File: src/rtl/cnn_seq_pkg.sv
// Shared definitions for the CNN layer sequencer and its register map.
// State encoding, watchdog default and stage index sizing.
package cnn_seq_pkg;

  typedef enum logic [2:0] {
    S_IDLE   = 3'd0,
    S_SCAN   = 3'd1,
    S_LAUNCH = 3'd2,
    S_WAIT   = 3'd3,
    S_FINISH = 3'd4,
    S_FAULT  = 3'd5
  } state_t;

  localparam int unsigned WDOG_W_DEF     = 24;
  localparam logic [23:0] WDOG_LIMIT_DEF = 24'hFFFFF;

  // idx must also reach NUM_STAGES to mark the end of the scan
  function automatic int stage_idx_w(input int n);
    return $clog2(n + 1);
  endfunction

endpackage

File: src/rtl/seq_watchdog.sv
// Saturating per-stage watchdog counter.
// tc flags the last allowed WAIT cycle.
module seq_watchdog #(
  parameter int unsigned  W     = 24,
  parameter logic [W-1:0] LIMIT = '1
) (
  input  logic         clk,
  input  logic         reset,
  input  logic         clr,
  input  logic         en,
  output logic [W-1:0] count,
  output logic         tc
);

  localparam logic [W-1:0] TC_VAL = LIMIT - W'(1);

  always_ff @(posedge clk) begin
    if (reset) begin
      count <= '0;
    end else if (clr) begin
      count <= '0;
    end else if (en && count != '1) begin
      count <= count + W'(1);
    end
  end

  assign tc = (count == TC_VAL);

endmodule

File: src/rtl/cnn_layer_sequencer.sv
// Runs the enabled CNN stages one at a time in index order,
// with a per-stage watchdog and cycle-count profiling.
module cnn_layer_sequencer
  import cnn_seq_pkg::*;
#(
  parameter int unsigned       NUM_STAGES = 4,
  parameter int unsigned       WDOG_W     = 24,
  parameter logic [WDOG_W-1:0] WDOG_LIMIT = WDOG_W'(WDOG_LIMIT_DEF)
) (
  input  logic                  clk,
  input  logic                  reset,
  input  logic                  start,
  input  logic                  abort,
  input  logic [NUM_STAGES-1:0] stage_en,
  output logic [NUM_STAGES-1:0] stage_start,
  input  logic [NUM_STAGES-1:0] stage_done,
  output logic                  busy,
  output logic                  done,
  output logic                  aborted,
  output logic                  error,
  output logic [2:0]            err_stage,
  input  logic [2:0]            cyc_sel,
  output logic [WDOG_W-1:0]     cyc_count
);

  localparam int unsigned IW = stage_idx_w(NUM_STAGES);

  state_t            state, state_n;
  logic [IW-1:0]     idx;
  logic [NUM_STAGES-1:0] en_q;
  logic [WDOG_W-1:0] cyc_q [NUM_STAGES];
  logic [WDOG_W-1:0] wdog;
  logic              wd_tc;
  logic              en_cur, done_cur, at_end;
  logic              go, inc, wr_cyc, tmo, abt;
  logic              wd_clr, wd_en;

  seq_watchdog #(
    .W     (WDOG_W),
    .LIMIT (WDOG_LIMIT)
  ) u_wdog (
    .clk   (clk),
    .reset (reset),
    .clr   (wd_clr),
    .en    (wd_en),
    .count (wdog),
    .tc    (wd_tc)
  );

  always_comb begin
    en_cur   = 1'b0;
    done_cur = 1'b0;
    for (int k = 0; k < NUM_STAGES; k++) begin
      if (idx == IW'(k)) begin
        en_cur   = en_q[k];
        done_cur = stage_done[k];
      end
    end
  end

  assign at_end = (idx == IW'(NUM_STAGES));

  always_ff @(posedge clk) begin
    if (reset) state <= S_IDLE;
    else       state <= state_n;
  end

  always_comb begin
    state_n = state;
    go      = 1'b0;
    inc     = 1'b0;
    wr_cyc  = 1'b0;
    tmo     = 1'b0;
    abt     = 1'b0;
    wd_clr  = 1'b0;
    wd_en   = 1'b0;
    unique case (state)
      S_IDLE, S_FAULT: begin
        if (start) begin
          go      = 1'b1;
          state_n = S_SCAN;
        end
      end
      S_SCAN: begin
        if (abort) begin
          abt     = 1'b1;
          state_n = S_IDLE;
        end else if (at_end) begin
          state_n = S_FINISH;
        end else if (en_cur) begin
          state_n = S_LAUNCH;
        end else begin
          inc = 1'b1;
        end
      end
      S_LAUNCH: begin
        wd_clr = 1'b1;
        if (abort) begin
          abt     = 1'b1;
          state_n = S_IDLE;
        end else begin
          state_n = S_WAIT;
        end
      end
      S_WAIT: begin
        wd_en = 1'b1;
        if (abort) begin
          abt     = 1'b1;
          state_n = S_IDLE;
        end else if (done_cur) begin
          wr_cyc  = 1'b1;
          inc     = 1'b1;
          state_n = S_SCAN;
        end else if (wd_tc) begin
          tmo     = 1'b1;
          state_n = S_FAULT;
        end
      end
      S_FINISH: state_n = S_IDLE;
      default:  state_n = S_IDLE;
    endcase
  end

  always_ff @(posedge clk) begin
    if (reset) begin
      idx       <= '0;
      en_q      <= '0;
      aborted   <= 1'b0;
      error     <= 1'b0;
      err_stage <= '0;
      for (int k = 0; k < NUM_STAGES; k++) cyc_q[k] <= '0;
    end else begin
      aborted <= abt;
      if (go) begin
        en_q  <= stage_en;
        idx   <= '0;
        error <= 1'b0;
      end else if (inc) begin
        idx <= idx + IW'(1);
      end
      if (tmo) begin
        error     <= 1'b1;
        err_stage <= 3'(idx);
      end
      for (int k = 0; k < NUM_STAGES; k++) begin
        if (go) cyc_q[k] <= '0;
        else if (wr_cyc && idx == IW'(k)) cyc_q[k] <= wdog + WDOG_W'(1);
      end
    end
  end

  always_comb begin
    stage_start = '0;
    for (int k = 0; k < NUM_STAGES; k++) begin
      stage_start[k] = (state == S_LAUNCH) && (idx == IW'(k));
    end
  end

  always_comb begin
    cyc_count = '0;
    for (int k = 0; k < NUM_STAGES; k++) begin
      if (cyc_sel == 3'(k)) cyc_count = cyc_q[k];
    end
  end

  assign busy = (state == S_SCAN) || (state == S_LAUNCH) || (state == S_WAIT);
  assign done = (state == S_FINISH);

endmodule
File: config.mk
export PLATFORM = sky130hd
export DESIGN_NAME = cnn_layer_sequencer
export DESIGN_NICKNAME = d
export VERILOG_FILES = /design/src/rtl/cnn_seq_pkg.sv /design/src/rtl/seq_watchdog.sv /design/src/rtl/cnn_layer_sequencer.sv
export SDC_FILE = /design/constraint.sdc
export NUM_CORES = 1
export LEC_CHECK = 0
export ABC_AREA = 1
export CAP_MARGIN = 10
export CORE_MARGIN = 4
export CORE_UTILIZATION = 64
export DETAILED_ROUTE_END_ITERATION = 12
export PLACE_DENSITY = 0.94
export SLEW_MARGIN = 20
export SYNTH_ARGS = -nofsm -noshare
export SYNTH_HDL_FRONTEND = slang
export SYNTH_HIERARCHICAL = 1
export SYNTH_SLANG_ARGS = --single-unit
File: constraint.sdc
create_clock -name clk -period 7.8 [get_ports clk]
set_input_delay 1.95 -clock clk [delete_from_list [all_inputs] [get_ports clk]]
set_output_delay 1.95 -clock clk [all_outputs]
set_load 0.1 [all_outputs]
# --- Yosys cells after proc, flatten, opt, wreduce, memory -nomap -nowiden ---
# Memories as Yosys holds them, arrays and structs flattened.
# Cells that the tools add are included.
classes:
  n_addsub: 2
  eq_ne: 17
  mux: 68
  n_bitwise: 9
  reduce_logical: 21
op_table:
  columns: ["operator", "n"]
  rows:
  - ["$mux 24", 12]
  - ["$mux 1", 46]
  - ["$add 24x1->24 const B", 1]
  - ["$eq 24x20->1 const B", 1]
  - ["$ne 24x24->1 const B", 1]
  - ["$mux 3", 7]
  - ["$eq 3x2->1 const B", 6]
  - ["$pmux 3 s4", 1]
  - ["$eq 3x1->1 const B", 3]
  - ["$eq 3x3->1 const B", 3]
  - ["$logic_and 1x1->1", 9]
  - ["$logic_not 3->1", 3]
  - ["$or 1x1->1", 8]
  - ["$reduce_or 2->1", 4]
  - ["$ne 4x3->1 const B", 1]
  - ["$ne 4x4->1 const B", 1]
  - ["$add 3x1->3 const B", 1]
  - ["$reduce_and 3->1", 1]
  - ["$reduce_or 3->1", 1]
  - ["$logic_or 1x1->1", 2]
  - ["$mux 2", 1]
  - ["$ne 2x2->1 const B", 1]
  - ["$pmux 1 s2", 1]
  - ["$reduce_bool 2->1", 1]
  - ["$not 1->1", 1]
word_totals:
  reg_bits: 39
  ramBits: 96
  inputBits: 15
  out_inout_bits: 35
  wordCells: 125
  memories: 1
mem_list:
  columns: ["memory", "words", "width", "rd", "rd_clocked_by_memory_dff", "write_ports", "line_no", "rtl"]
  rows:
  - ["cyc_q", 4, 24, 4, 0, 4, "cnn_layer_sequencer.sv:31", "logic [WDOG_W-1:0] cyc_q [NUM_STAGES];"]

# --- Logic depth before layout (Yosys ltp) ---
depth:
  depth_word: 14
  depth_mapped: 13
  mapped_depth_nobuf: 13

# --- Hierarchy ---
# Netlist, hierarchy kept.
modules_own_cells:
  columns: ["mod", "instances", "cells_per_inst", "area_each_um2", "seq_area_each_um2"]
  rows:
  - ["cnn_layer_sequencer", 1, 619, 5674.2, 3183.1]
  - ["seq_watchdog", 1, 224, 1544.0, 480.5]

# --- Least setup slack after synthesis ---
# No wires, ideal clock.
synth_timing:
  path_type: "in2out"
  startpoint: "in cyc_sel[0]"
  endpoint: "out cyc_count[20]"
  t_arrival_ns: 3.514
  required_time_ns: 5.850
  setup_slack_ns: 2.336
  path_stages: 4
  n_path_buf: 1
  cell_sequence: "inv_1 > nor3_1 > clkbuf_1 > a221o_1"
synth_between:
  elab_chain_cells: 5
  elab_cells_between_ends: 8
  cone_classes: "eq/ne: 3; mux: 4; reduce/logical: 1"
synth_lines:
  columns: ["item", "line_no", "rtl"]
  rows:
  - ["start, declared", "cnn_layer_sequencer.sv:22", "input logic [2:0] cyc_sel,"]
  - ["$logic_not 3->1", "cnn_layer_sequencer.sv:162", "if (cyc_sel == 3'(k)) cyc_count = cyc_q[k];"]
  - ["$mux 24 (3 in series)", "cnn_layer_sequencer.sv:162", null]
  - ["$mux 24 (*)", "cnn_layer_sequencer.sv:162", null]
  - ["end, declared", "cnn_layer_sequencer.sv:23", "output logic [WDOG_W-1:0] cyc_count"]
# Mark *: on every way between the ends. The rest lies on a longest branch, timed or not.

# --- Worst setup path in the final report ---
layout_timing:
  startpoint: "in cyc_sel[1]"
  endpoint: "out cyc_count[3]"
# Same word-level chain as after synthesis.

==> summary.md <==
| Metric | Value |
|---|---|
| Detailed-route vias per instance | around 5.7 |
| Fin Setup TNS | 0 ns |
| First-pass GRT wire length | about 28 mm |
| Count of pins over their slew limit | 0 |
| Adder-Cell Fraction of Synth Area | between 1 and 1.5% |
| Post-synthesis sequential area ratio | roughly half |
| H-tree Lvls | 4 |
| Startpoint types | primary input |
| Mean post-synth cell area | 8.562 um2 |
| Synth warn | 6 |
| Routed WL | 17.00 mm |
| GR Util met1 | 33.52% |
| Gr ovfl total | 0 |
| # setup viols final | 0 |
| Vias in the first global route | 5919 |
| Area delta synth->final | 15.44% |
| Largest net degree at the start of global routing | 26 |
| Post-synthesis xor/xnor area fraction | 3.640% |
| Fraction of registers with async set/reset | 0% |
| Post-cts sizing count | 0 |
| Critical Setup Path Class | in -> out |
| Reg clk slew, reported paths | ~0.06 ns |
| Port Buffers | between 40 and 50 |
| Hold path cells | 2 |
| Initial DRC Count | between 500 and 600 |
| Area contributors post-synth | edfxtp_1 (40%), dfxtp_1 (11%), nand2_1 (9.3%) |
| Max-cap viol count | 0 |
| Reg-to-Reg Start | state[1] |
| Residual DRC | 0 |
| Final period utilization | 78.77% |
| GR peak layer | met2 |
| WL/cell | 16.29 um |
| Crit path to | cyc_count[3] |
| Yosys cell types | 37 |
| Ratio of cells with drive above 1 in the final layout | roughly 14% |
| Slew Limit Headroom | a little under a third |
| R2R setup slack | 4.87 ns |
| Clk sinks | 135 |
| Syn Nets | around 870 |
| Hold Vio Cnt, Final | 0 |
| ANT nets after route | 0 |
| Clock Skew | 0.006033 ns |
| Clk buf depth | 2 |
| Synth Area in Compound Gates | under 10% |
| # IOs | 50 |
| CP startpoint | cyc_sel[1] |
| Ant diodes | 0 |
| Final HPWL DP | 10.81 mm |
| Starting Density | between 60% and 70% |
| DR vias | between 5k and 6k |
| Synth Area in Simple Gates | 27.54% |
| Post-DP Area | 7724 um2 |
| Met2 Resource Use GR | 47.74% |
| Worst path required time | 5.85 ns |
| Clk_lat worst skew | 0.41 ns |
| Worst slew pin tran | 1.047 ns |
| DRT Pass-1 Iters | 5 |
| Cell area after layout | 8333 um2 |
| Power Density | roughly 280 nW/um2 |
| Chip height | ~110 um |
| Mapped cell area | between 7000 and 8000 um2 |
| Run status | complete, no violations |
| Fin cells | 1044 |
| Worst EP arrival | approximately 4.2 ns |
| Min Tclk post-route | 6.144 ns |
| Post-Synthesis Cells | between 800 and 900 |
| Core Box Area | between 10000 and 15000 um2 |
| Cell Rows | 38 |
| Inst Count DP | 1014 |
| Setup Fix Bufs, Post-CTS | 0 |
| Grt met3 use | 6.078% |
| Share of the synthesized area in the top cell type | 39.94% |
| Largest family of logic cells by synthesized area | simple AND/OR/NAND/NOR gates |
| Post-synthesis mux area share | 0% |
| Cell with the most instances after synthesis | nand2_1 |
| DIE WIDTH | 114.2 um |
| Reg2Reg Depth | 6 |
| Cts bufs inserted | 17 |
| RSZ-0062 raised after global routing | false |
| Top_reg_cell synth | edfxtp_1 |
| Cell leakage power | 0.003236 uW |
| Register bit total from synthesis | 135 |
| Worst min-delay path category | reg -> reg |
| Final net count | approximately 920 |
| R2R Path End | cyc_q[3][3] |
| Post-synth EDFFs | 96 |
| Synth top cells by count | nand2_1 (179), nor2_1 (138), inv_1 (119) |
| Worst IR Drop VDD | 0.2890 mV |
| TritonCTS clock tree | done |
| Critical Path Fanout Max | 24 |
| CTS Hold Bufs | 0 |
| Critical Path Sink Type | primary output |
| DIE AREA | 13040 um2 |
| Achievable Freq | 162.8 MHz |
| GRT Resource Usage Total | 27.29% |
| CTS root buf | clkbuf_16 |
| Synth area leader | edfxtp_1 |
| Final GP Congestion | 0.9047 |
| Initial antenna violation count | 0 |
-- report_power, final --
group	switching [uW]	internal, uW
registers	48.0	912
logic	409	117
clock network	297	529
-- worst max-delay path, stage by stage --
cell	delay (ns)
clkdlybuf4s50_1	0.42
inv_1	0.11
nand3_1	0.73
o22ai_1	0.54
a21oi_1	0.07
nand2_1	0.09
buf_4	0.28
-- stage by stage --
stage,worst slack (ns),total power [uW],util [%],hold slack [ns]
final,1.656,2313,76.20,0.4625
after global routing,1.464,2403,76.20,0.4948
after CTS,1.668,2319,76.18,0.4659
after detailed placement,1.671,1496,70.63,0.4528
after global placement,1.778,1478,70.63,0.4401
after floorplan,2.336,1372,-,0.4394
-- how the worst min path moves through the flow --
| stage | start | endpoint |
|---|---|---|
| after global routing | en_q[3] | en_q[3] |
| after global placement | error | error |
| after floorplan | en_q[3] | en_q[3] |
| after detailed placement | error | error |
| after CTS | error | error |
| final | en_q[3] | en_q[3] |
-- routing by layer --
metal	part of all wire (%)	wire length [um]
met5	0	0
met4	2.7	451
met3	8.0	1364
met2	50	8578
met1	39	6611
-- cells in the final DEF (no fill, tap or decap), types with 9 or more instances in the layout --
cell type	netlist	final
nand2_4	9	9
dfxtp_1	39	39
clkbuf_16	0	17
clkdlybuf4s50_1	0	25
nand3_1	36	36
edfxtp_1	96	96
xor2_1	12	12
a21oi_2	10	10
nor2_4	11	11
nand2_1	179	178
nand4_1	14	14
nor2_2	19	19
inv_1	119	119
xnor2_1	18	18
a21oi_1	35	35
nor3_1	11	10
buf_4	2	28
nor2_1	138	138
o21ai_0	14	11
o22ai_1	24	24
-- state kept, by name, indices dropped and copies added, names as in the netlist --
register / cells
cyc_q: 96
u_wdog/count: 24
en_q: 4
err_stage: 3
idx: 3
state: 3
aborted: 1
error: 1
-- layout make-up --
type	instances	area, um2
Sequential cell	135	3664
Multi-Input combinational cell	562	2962
Fill cell	730	2603
Inverter	124	465.4
Timing Repair Buffer	53	460.4
Clock buffer	17	425.4
Clock inverter	13	181.4
Tap cell	140	175.2
-- cell families after synthesis --
kind of cell | Yosys count
flops | 135
compound gates | 94
buf+inv | 146
simple gates | 430
xor+xnor | 30
fa+ha+maj | 8
Power figures use the tool's default switching activity.
